--- src/rtl/alu_result_stage_if.sv ---
// rtl/alu_result_stage_if.sv - handshake bundle between ALU, result stage and writeback
interface alu_result_stage_if #(
    parameter int WIDTH = 8
) ();
    logic             in_valid;
    logic             in_ready;
    logic [WIDTH-1:0] in_result;
    logic             in_carry;
    logic             in_zero;
    logic             in_neg;
    logic [2:0]       in_dest;
    logic             in_setflags;
    logic             out_valid;
    logic             out_ready;
    logic [WIDTH-1:0] out_result;
    logic [2:0]       out_dest;

    // ALU/writeback side
    modport master (
        output in_valid, in_result, in_carry, in_zero, in_neg, in_dest, in_setflags, out_ready,
        input  in_ready, out_valid, out_result, out_dest
    );

    // result stage side
    modport slave (
        input  in_valid, in_result, in_carry, in_zero, in_neg, in_dest, in_setflags, out_ready,
        output in_ready, out_valid, out_result, out_dest
    );
endinterface

--- src/rtl/alu_result_stage.sv ---
// rtl/alu_result_stage.sv - 2-entry result FIFO with architectural flags and op counter
module alu_result_stage #(
    parameter int WIDTH = 8
) (
    input  logic               clk,
    input  logic               rst,
    alu_result_stage_if.slave  bus,
    output logic               flag_c,
    output logic               flag_z,
    output logic               flag_n,
    output logic               carry_fb,
    output logic [7:0]         op_count
);
    typedef enum logic [1:0] {
        EMPTY = 2'd0,
        ONE   = 2'd1,
        FULL  = 2'd2
    } state_t;

    state_t           state;
    logic             in_ready_q;
    logic             out_valid_q;
    logic [WIDTH-1:0] head_result;
    logic [2:0]       head_dest;
    logic [WIDTH-1:0] tail_result;
    logic [2:0]       tail_dest;

    logic push;
    logic pop;

    // handshakes use only registered ready/valid, so no out_ready -> in_ready path exists
    assign push = bus.in_valid && in_ready_q;
    assign pop  = out_valid_q && bus.out_ready;

    assign bus.in_ready   = in_ready_q;
    assign bus.out_valid  = out_valid_q;
    assign bus.out_result = head_result;
    assign bus.out_dest   = head_dest;
    assign carry_fb       = flag_c;

    // FIFO state machine; head is kept in the output registers, tail holds the second entry
    always_ff @(posedge clk or posedge rst) begin
        if (rst) begin
            state       <= EMPTY;
            in_ready_q  <= 1'b1;
            out_valid_q <= 1'b0;
            head_result <= '0;
            head_dest   <= '0;
            tail_result <= '0;
            tail_dest   <= '0;
        end else begin
            case (state)
                EMPTY: begin
                    if (push) begin
                        head_result <= bus.in_result;
                        head_dest   <= bus.in_dest;
                        out_valid_q <= 1'b1;
                        state       <= ONE;
                    end
                end
                ONE: begin
                    if (push && pop) begin
                        head_result <= bus.in_result;
                        head_dest   <= bus.in_dest;
                    end else if (push) begin
                        tail_result <= bus.in_result;
                        tail_dest   <= bus.in_dest;
                        in_ready_q  <= 1'b0;
                        state       <= FULL;
                    end else if (pop) begin
                        out_valid_q <= 1'b0;
                        state       <= EMPTY;
                    end
                end
                FULL: begin
                    if (pop) begin
                        head_result <= tail_result;
                        head_dest   <= tail_dest;
                        in_ready_q  <= 1'b1;
                        state       <= ONE;
                    end
                end
                default: begin
                    state       <= EMPTY;
                    in_ready_q  <= 1'b1;
                    out_valid_q <= 1'b0;
                end
            endcase
        end
    end

    // flags follow the accepted op at push time, only when it asks to set them
    always_ff @(posedge clk or posedge rst) begin
        if (rst) begin
            flag_c <= 1'b0;
            flag_z <= 1'b0;
            flag_n <= 1'b0;
        end else if (push && bus.in_setflags) begin
            flag_c <= bus.in_carry;
            flag_z <= bus.in_zero;
            flag_n <= bus.in_neg;
        end
    end

    // saturating count of accepted operations
    always_ff @(posedge clk or posedge rst) begin
        if (rst) begin
            op_count <= 8'h00;
        end else if (push && (op_count != 8'hFF)) begin
            op_count <= op_count + 8'h01;
        end
    end
endmodule

--- src/flat_wrapper.sv ---
// flat-port wrapper written by rule: the top's interface ports become plain ports
module alu_result_stage_flat 
#(
    parameter int WIDTH = 8
)
  (clk, rst, flag_c, flag_z, flag_n, carry_fb, op_count, bus_in_valid, bus_in_result, bus_in_carry, bus_in_zero, bus_in_neg, bus_in_dest, bus_in_setflags, bus_out_ready, bus_in_ready, bus_out_valid, bus_out_result, bus_out_dest);
  alu_result_stage_if #(.WIDTH(WIDTH)) bus_i ();
  input  logic clk;
  input  logic rst;
  output logic flag_c;
  output logic flag_z;
  output logic flag_n;
  output logic carry_fb;
  output logic [7:0] op_count;
  input wire logic [$bits(bus_i.in_valid)-1:0] bus_in_valid;
  input wire logic [$bits(bus_i.in_result)-1:0] bus_in_result;
  input wire logic [$bits(bus_i.in_carry)-1:0] bus_in_carry;
  input wire logic [$bits(bus_i.in_zero)-1:0] bus_in_zero;
  input wire logic [$bits(bus_i.in_neg)-1:0] bus_in_neg;
  input wire logic [$bits(bus_i.in_dest)-1:0] bus_in_dest;
  input wire logic [$bits(bus_i.in_setflags)-1:0] bus_in_setflags;
  input wire logic [$bits(bus_i.out_ready)-1:0] bus_out_ready;
  output wire logic [$bits(bus_i.in_ready)-1:0] bus_in_ready;
  output wire logic [$bits(bus_i.out_valid)-1:0] bus_out_valid;
  output wire logic [$bits(bus_i.out_result)-1:0] bus_out_result;
  output wire logic [$bits(bus_i.out_dest)-1:0] bus_out_dest;
  assign bus_i.in_valid = bus_in_valid;
  assign bus_i.in_result = bus_in_result;
  assign bus_i.in_carry = bus_in_carry;
  assign bus_i.in_zero = bus_in_zero;
  assign bus_i.in_neg = bus_in_neg;
  assign bus_i.in_dest = bus_in_dest;
  assign bus_i.in_setflags = bus_in_setflags;
  assign bus_i.out_ready = bus_out_ready;
  assign bus_in_ready = bus_i.in_ready;
  assign bus_out_valid = bus_i.out_valid;
  assign bus_out_result = bus_i.out_result;
  assign bus_out_dest = bus_i.out_dest;
  alu_result_stage #(.WIDTH(WIDTH)) u_core (.clk(clk), .rst(rst), .bus(bus_i), .flag_c(flag_c), .flag_z(flag_z), .flag_n(flag_n), .carry_fb(carry_fb), .op_count(op_count));
endmodule
--- config.mk ---
export PLATFORM = sky130hd
export DESIGN_NAME = alu_result_stage_flat
export DESIGN_NICKNAME = d
export VERILOG_FILES = /design/src/rtl/alu_result_stage_if.sv /design/src/rtl/alu_result_stage.sv /design/src/flat_wrapper.sv
export SDC_FILE = /design/constraint.sdc
export NUM_CORES = 1
export LEC_CHECK = 0
export CAP_MARGIN = 10
export CORE_MARGIN = 3
export CORE_UTILIZATION = 52
export DETAILED_ROUTE_END_ITERATION = 8
export PLACE_DENSITY_LB_ADDON = 0.1
export SYNTH_ARGS = -nofsm -noshare
export SYNTH_HDL_FRONTEND = slang
export SYNTH_SLANG_ARGS = --single-unit
--- constraint.sdc ---
create_clock -name clk -period 3.29 [get_ports clk]
set_clock_uncertainty 0.1 [all_clocks]
set_input_delay 0.4935 -clock clk [delete_from_list [all_inputs] [get_ports clk]]
set_output_delay 0.4935 -clock clk [all_outputs]
set_load 0.03 [all_outputs]
# --- After elaboration in Yosys (flattened, before gate mapping) ---
# Cells that the tools add are included.
op_classes:
  bitwise: 3
  n_eq_ne: 11
  reduce_logical: 12
  muxes: 23
  n_addsub: 1
op_table:
  columns: ["operator", "n"]
  rows:
  - ["8-bit 2-to-1 mux", 3]
  - ["8-bit one-hot mux with 3 select lines", 1]
  - ["4-bit AND reduction", 3]
  - ["2-bit 2-to-1 mux", 5]
  - ["2-bit by 1-bit inequality test with 1-bit output, second input constant", 5]
  - ["3-bit 2-to-1 mux", 3]
  - ["3-bit one-hot mux with 3 select lines", 1]
  - ["8-bit by 1-bit adder with 8-bit output, second input constant", 1]
  - ["8-bit inequality test, second input constant", 1]
  - ["1-bit 2-to-1 mux", 7]
  - ["1-bit one-hot mux with 3 select lines", 2]
  - ["2-bit one-hot mux with 3 select lines", 1]
  - ["1-bit logical AND", 5]
  - ["5-bit AND reduction", 1]
  - ["2-bit inequality test, second input constant", 2]
  - ["3-bit by 1-bit inequality test with 1-bit output, second input constant", 1]
  - ["1-bit NOT", 3]
  - ["3-bit AND reduction", 1]
  - ["3-bit nonzero test", 1]
  - ["2-bit by 1-bit equality test with 1-bit output, second input constant", 1]
  - ["2-bit equality test, second input constant", 1]
  - ["2-bit zero test", 1]
word_totals:
  input_bits: 19
  ff_bits: 37

# --- Longest topological paths before layout ---
# Gate-level depths: netlist of the first run.
depth:
  depth_word: 5
  mapped_depth: 4
  ltp_nobuf: 4

# --- Worst setup path before layout of the first run ---
# Ideal clock, no wire load.
synth_timing:
  kind: "reg2reg"
  from: "register u_core.in_ready_q, in the netlist u_core.bus.in_ready"
  to: "register u_core.head_dest[0], in the netlist u_core.bus.out_dest[0]"
  n_path_buf: 1
  path_slack_ps: 1482
  setup_ps: 125
  t_required_ps: 3065
  t_arrival_ps: 1583
  stages_incl_launch_ff: 5
  cell_sequence: "dfstp_2 -> nand2_2 -> o32ai_2 -> buf_6 -> mux2_4"
synth_between:
  elab_chain_len: 4
synth_rtl:
  columns: ["element", "line", "source"]
  rows:
  - ["start, declared", "alu_result_stage.sv:21", "logic in_ready_q;"]
  - ["start signal, assigned", "alu_result_stage.sv:45", "in_ready_q <= 1'b1;"]
  - ["start signal, assigned", "alu_result_stage.sv:68", "in_ready_q <= 1'b0;"]
  - ["start signal, assigned", "alu_result_stage.sv:79", "in_ready_q <= 1'b1;"]
  - ["1-bit logical AND (*)", "alu_result_stage.sv:32", "assign push = bus.in_valid && in_ready_q;"]
  - ["1-bit logical AND", "alu_result_stage.sv:62", "if (push && pop) begin"]
  - ["2-bit by 1-bit inequality test with 1-bit output (no source line)", null, null]
  - ["4-bit AND reduction (no source line) (*)", null, null]
  - ["end signal, assigned", "alu_result_stage.sv:56", "head_dest <= bus.in_dest;"]
  - ["end signal, assigned", "alu_result_stage.sv:64", "head_dest <= bus.in_dest;"]
  - ["end signal, assigned", "alu_result_stage.sv:78", "head_dest <= tail_dest;"]
  - ["end, declared", "alu_result_stage.sv:24", "logic [2:0] head_dest;"]
# Mark *: on every way between the ends. The rest lies on a longest branch, timed or not.
# A chain may end at the register's enable or synchronous reset.

# --- Worst setup path after layout of the first run ---
layout_timing:
  from: "register u_core.in_ready_q, in the netlist u_core.bus.in_ready"
  to: "output port bus_in_ready"
layout_rtl:
  columns: ["element", "line", "source"]
  rows:
  - ["end, declared", "flat_wrapper.sv:23", "output wire logic [$bits(bus_i.in_ready)-1:0] bus_in_ready;"]
# No word-level cell between the ends.

==> out/qor.yml, run 1 <==
outcome:
  outcome: "completed"
synth:
  yosys_warnings: 0
  yosys.area_share.simple_pct: 7.43
  synthesis.nets: 146
  yosysTopAreaCell: "dfrtp_1"
  synth_area_leaders: "dfrtp_1 50%, mux2_4 16%, mux2_2 12%, buf_6 1.9%, dfstp_2 1.5%"
  synth_top_area_share_pct: 50.0
  avgSynthCellArea_sq_um: 14.3
  synth_top_family_by_area: "multiplexers"
  synth_compound_area_share_pct: 7.22
  synth_cell_types: 36
  netlist_area_sq_um: 1800
  synth_seq_area_share_pct: 51.4
  synth_fa_ha_area_share_pct: 0.694
  synthMuxAreaShare_pct: 28.8
  synthCells: 126
  synthArstFlopShare_pct: 100
  synth_top_flop_cell: "dfrtp_1"
  ys_ff_latch: 37
  synth_edf_count: 0
  synth_xor_area_share_pct: 1.46
critical_path:
  reg2reg_to: "u_core.bus.out_dest[2]"
  path_class: "reg2out"
  path_cells: "clkdlybuf4s50_1"
  cp_data_required_time_ns: 2.70
  reg2reg_depth: 4
  path_delay_family: "buffers and inverters"
  cp_data_arrival_time_ns: 1.68
  r2r_slack_ns: 1.46
  start_kind: "flip-flop"
  path_buf_inv: 1
  worstPathMaxFanout: 9
  crit_path_max_incr_delay_ns: 0.70
  r2r-start: "u_core.bus.in_ready"
  slowest_stage: "clkdlybuf4s50_1"
  end_kind: "output pin"
clocking:
  clkSinkCount: 37
  postCtsSetupBuffers: 0
  h-tree-depth: 2
  clk_latency_ns: 0.35
  cts_buffer_depth: 2
  postCtsHoldBufs: 0
  cts-buffers-inserted: 5
  post_cts_resized: 0
  cts_tree: "done"
  cts-root-buf: "clkbuf_4"
  path_clk_slew_ns: 0.10
global_routing:
  grt.total_usage_pct: 18.9
  grt_pass1_wl_um: 5950
  grt_pass1_vias: 1274
  antenna_found_initial: 0
  grt_overflow: 0
  grt_start_max_net_pins: 25
timing:
  worst_hold_slack_ns: 0.414
  drv_slew: 0
  rsz0062_at_grt: "no"
  slew_headroom_pct: 41.9
  worst_pin_slew_ns: 0.871
  fmax_mhz: 441
  fin_crit_sh_pct: 69.0
  hold_violations: 0
  finalSetupTns_ns: 0
  setup_viol_count_final: 0
  fin_crit_ns: 2.27
route:
  route.met3.wl_um: 154
  routed.top_layer: "met4"
  wl_met2_um: 1770
  drt_iter0_markers: 35
  drt-pass1-iter-count: 4
  wl_per_cell_um: 16.0
  ant_nets: 0
  drc: 0
  vias: 1181
  vias_per_cell: 5.39
  wirelength_met1_um: 1510
  drt-total-wl_um: 3510
floorplan:
  die_h_um: 64.9
  dieWidth_um: 64.9
  dieArea_sq_um: 4210
  core-area_sq_um: 3180
  start_util_pct: 56.7
  ios: 44
  row_count: 20
min_path:
  holdPathEnd: "u_core.tail_dest[2]"
  hold_class: "reg2reg"
  whs_path_depth: 1
  hp-start: "u_core.tail_dest[2]"
cells_and_area:
  drive_gt1_share_pct: 33.1
  utilization_pct: 73.9
  antenna-diode-count: 0
  layout_common_cells: "43 x clkdlybuf4s50_1, 36 x dfrtp_1, 19 x mux2_2, 19 x mux2_4"
  final_common_cell: "clkdlybuf4s50_1"
  nFillCells: 232
  syn_to_final_growth_pct: 30.3
  nets: 194
place:
  numPortBuffers: 43
  gp_congestion: 0.804
  dp_hpwl_um: 2610
pwr:
  pwr_density_cell_nw_per_um2: 706
  p_leak_nw: 1.08
  peakVddDrop_mv: 0.513
flow_run:
  cap_violations: 0
[cells in the mapped netlist, types with 2 or more instances]
library cell   n
and4_2         2
mux2_4        19
mux2i_1        2
nand2_1        5
nand3_1        3
dfrtp_1       36
nand4_1        2
buf_6          3
xnor2_1        3
o21ai_0        2
inv_1          2
nor2_1         3
mux2_2        19
a21oi_1        3
[cell type report]
type                    count  area (sq um)  share of cell area [%]
clock buffers               7          55.1                    2.34
multi-input cells          82           822                    35.0
inverters                   2          7.51                   0.319
repair buffers             46           453                    19.3
flip-flops and latches     37           927                    39.5
well taps                  44          55.1                    2.34
clock inverters             1          30.0                    1.28
[metal layers]
layer  vias up  global-route usage, %
li1        553                      -
met1       594                   22.7
met2        26                   31.5
met3         8                   4.68
met4         0                   9.50
met5         -                      0
[kinds of logic (layout without fill, tap and decap cells)]
logic type	count (synthesis)	count (layout)
AND/OR/NAND/NOR	22	22
AO/OA/AOI/OAI	16	16
adder cells (fa/ha/maj)	1	1
flip-flops	37	37
multiplexers	40	40
XOR/XNOR	3	3
buffers and inverters	7	56
[sequential cells by signal, summed over array words and instances (netlist names), 2 cells and up]
signal and flops:
u_core.state 2, u_core.bus.out_dest 3, u_core.tail_result 8, u_core.bus.out_result 8, u_core.op_count 8, u_core.tail_dest 3
[worst max-delay path by stage]
| stage | startpoint | to | slack (ns) | depth (start not counted) |
|---|---|---|---|---|
| 5_1_grt | u_core.bus.in_ready | bus_in_ready | 0.96 | 1 |
| 4_1_cts | u_core.bus.in_ready | bus_in_ready | 1.01 | 1 |
| 3_5_place_dp | bus_in_valid | u_core.tail_result[7] | 0.93 | 4 |
| 3_3_place_gp | bus_in_valid | u_core.tail_result[2] | 0.99 | 4 |
| 2_1_floorplan | u_core.bus.in_ready | u_core.bus.out_dest[0] | 1.48 | 4 |
| 6_report | u_core.bus.in_ready | bus_in_ready | 1.02 | 1 |
[per-stage QoR]
step	instances	worst slack (ns)	total power [mW]	area (sq um)
6_report	219	1.02	1.66	2350
5_1_grt	219	0.963	1.74	2350
4_1_cts	219	1.01	1.68	2350
3_5_place_dp	211	0.928	1.34	2260
3_3_place_gp	211	0.986	1.32	2260
2_1_floorplan	126	1.48	1.07	1800
[power by group]
part | switching [mW] | total [mW] | internal (mW)
logic | 0.315 | 0.647 | 0.332
registers | 0.0925 | 0.681 | 0.588
clock network | 0.150 | 0.331 | 0.181
total | 0.557 | 1.66 | 1.10
Power figures use the tool's default switching activity.
==> run 2, diff against run 1 <==
--- a/config.mk
+++ b/config.mk
@@ -7,7 +7,7 @@
 export LEC_CHECK = 0
 export CAP_MARGIN = 10
 export CORE_MARGIN = 3
-export CORE_UTILIZATION = 52
+export CORE_UTILIZATION = 44
 export DETAILED_ROUTE_END_ITERATION = 8
 export PLACE_DENSITY_LB_ADDON = 0.1
 export SYNTH_ARGS = -nofsm -noshare
==> constraint.sdc (replaced) <==
create_clock -name clk -period 1.9 [get_ports clk]
set_clock_uncertainty 0.1 [all_clocks]
set_input_delay 0.285 -clock clk [delete_from_list [all_inputs] [get_ports clk]]
set_output_delay 0.285 -clock clk [all_outputs]
set_load 0.03 [all_outputs]
==> run 2 against run 1 <==
Hold slack worse by 0.25 ns. Global-route usage fell by 4.3 points. Die area rose by 16%. Highest routed layer unchanged. Largest power group unchanged. Setup slack worse by 0.96 ns. Critical path depth stayed put. Combinational power grew 72%.
==> out/qor.yml, run 2 (synthesis gave the netlist of run 1 again) <==
critical_path:
  worstPathMaxFanout: 6
  reg2reg_to: "u_core.bus.out_dest[2]"
  start_kind: "flip-flop"
  path_class: "reg2out"
  path_delay_family: "buffers and inverters"
  reg2reg_depth: 4
  slowest_stage: "clkdlybuf4s50_1"
  crit_path_max_incr_delay_ns: 0.71
  path_buf_inv: 1
  cp_data_arrival_time_ns: 1.45
  r2r-start: "u_core.bus.in_ready"
  path_cells: "clkdlybuf4s50_1"
  end_kind: "output pin"
  r2r_slack_ns: 0.14
  cp_data_required_time_ns: 1.51
route:
  wl_per_cell_um: 14.9
  vias: 1213
  drt_iter0_markers: 30
  ant_nets: 0
  drt-pass1-iter-count: 4
  drt-total-wl_um: 3420
  vias_per_cell: 5.27
  drc: 0
clocking:
  h-tree-depth: 2
  postCtsSetupBuffers: 0
  cts_tree: "done"
  clkSinkCount: 37
  cts_buffer_depth: 2
  cts-root-buf: "clkbuf_8"
  cts-buffers-inserted: 5
  path_clk_slew_ns: 0.08
  postCtsHoldBufs: 0
  clk_latency_ns: 0.29
outcome:
  outcome: "completed"
place:
  gp_congestion: 0.767
  numPortBuffers: 43
  dp_hpwl_um: 2520
  place_ws_ns: -0.100
timing:
  fmax_mhz: 544
  fin_crit_sh_pct: 96.8
  slew_headroom_pct: 73.8
  fin_ws_ns: 0.0605
  worst_pin_slew_ns: 0.393
  fin_crit_ns: 1.84
  hold_violations: 0
  setup_viol_count_final: 0
  drv_slew: 0
  rsz0062_at_grt: "no"
floorplan:
  core-area_sq_um: 3800
  dieArea_sq_um: 4900
  dieWidth_um: 70.0
  row_count: 22
  ios: 44
  die_h_um: 70.0
  start_util_pct: 47.5
cells_and_area:
  syn_to_final_growth_pct: 35.9
  layout_common_cells: "39 x clkdlybuf4s50_1, 36 x dfrtp_1, 19 x mux2_2, 19 x mux2_4, 8 x buf_4"
  utilization_pct: 64.5
  final_common_cell: "clkdlybuf4s50_1"
  nFillCells: 288
  nets: 201
  antenna-diode-count: 0
  drive_gt1_share_pct: 36.3
pwr:
  p_leak_nw: 1.18
  total_power_mw: 2.90
  peakVddDrop_mv: 0.588
  pwr_density_cell_nw_per_um2: 1180
global_routing:
  antenna_found_initial: 0
  grt_overflow: 0
  grt_pass1_vias: 1168
  grt_pass1_wl_um: 5650
  grt_start_max_net_pins: 23
  grt.total_usage_pct: 14.6
flow_run:
  cap_violations: 0
min_path:
  hold_class: "in2async"
## run 2: cell types whose count changed in the layout (fill, tap and decap cells not counted)
| cell | before | now |
|---|---|---|
| buf_12 | 0 | 2 |
| clkbuf_1 | 1 | 0 |
| buf_4 | 3 | 8 |
| dlygate4sd2_1 | 0 | 2 |
| clkbuf_8 | 1 | 7 |
| clkinv_2 | 0 | 1 |
| dlymetal6s2s_1 | 0 | 2 |
| bufinv_16 | 1 | 0 |
| clkbuf_4 | 5 | 0 |
| clkdlybuf4s50_1 | 43 | 39 |
## run 2: what timing repair did
item,in CTS,in global routing
gates cloned,0,0
gates resized for setup,2,2
endpoints found under the setup margin,2,2
## run 2: how the worst max path moves through the flow
stage	depth (start not counted)	start	slack [ns]	end
2_1_floorplan	4	u_core.bus.in_ready	0.09	u_core.bus.out_dest[0]
3_3_place_gp	5	bus_in_valid	-0.07	u_core.bus.out_dest[2]
3_5_place_dp	5	bus_in_valid	-0.10	u_core.bus.out_dest[2]
4_1_cts	1	u_core.op_count[3]	0.06	op_count[3]
5_1_grt	1	u_core.bus.out_valid	0.02	bus_out_valid
6_report	1	u_core.bus.out_valid	0.06	bus_out_valid
## run 2: cell type report
class / count / area, sq um / share of cell area (%)
clock buffers: 7 / 96.3 / 3.93
clock inverters: 1 / 5.00 / 0.204
inverters: 2 / 7.51 / 0.306
multi-input cells: 82 / 822 / 33.5
flip-flops and latches: 37 / 927 / 37.8
well taps: 48 / 60.1 / 2.45
repair buffers: 53 / 533 / 21.7
## run 2: power by group
part | switching, mW | leakage (nW) | internal, mW
registers | 0.159 | 0.482 | 1.02
clock network | 0.278 | 0.0542 | 0.328
logic | 0.539 | 0.643 | 0.572
## run 2: routing by layer
metal | up-vias | global-route usage [%] | share of wire, %
met2 | 39 | 23.9 | 49
met3 | 5 | 5.47 | 6.8
met5 | - | 0 | 0
met4 | 0 | 4.47 | 1.0
li1 | 573 | - | -
met1 | 596 | 17.9 | 43
## run 2: stage by stage
| stage | TNS [ns] | hold slack (ns) | cells | cell area, sq um |
|---|---|---|---|---|
| 6_report | 0 | 0.166 | 230 | 2450 |
| 5_1_grt | 0 | 0.194 | 230 | 2450 |
| 4_1_cts | 0 | 0.180 | 230 | 2450 |
| 3_5_place_dp | -0.592 | 0.394 | 222 | 2350 |
| 3_3_place_gp | -0.334 | 0.385 | 222 | 2350 |
| 2_1_floorplan | 0 | 0.335 | 126 | 1800 |
==> run 3, diff against run 2 <==
--- a/config.mk
+++ b/config.mk
@@ -8,6 +8,7 @@
 export CAP_MARGIN = 10
 export CORE_MARGIN = 3
 export CORE_UTILIZATION = 44
+export CTS_CLUSTER_DIAMETER = 200
 export DETAILED_ROUTE_END_ITERATION = 8
 export PLACE_DENSITY_LB_ADDON = 0.1
 export SYNTH_ARGS = -nofsm -noshare
==> results of run 3 <==
Final layout, timing and power as in run 2 (identical DEF).
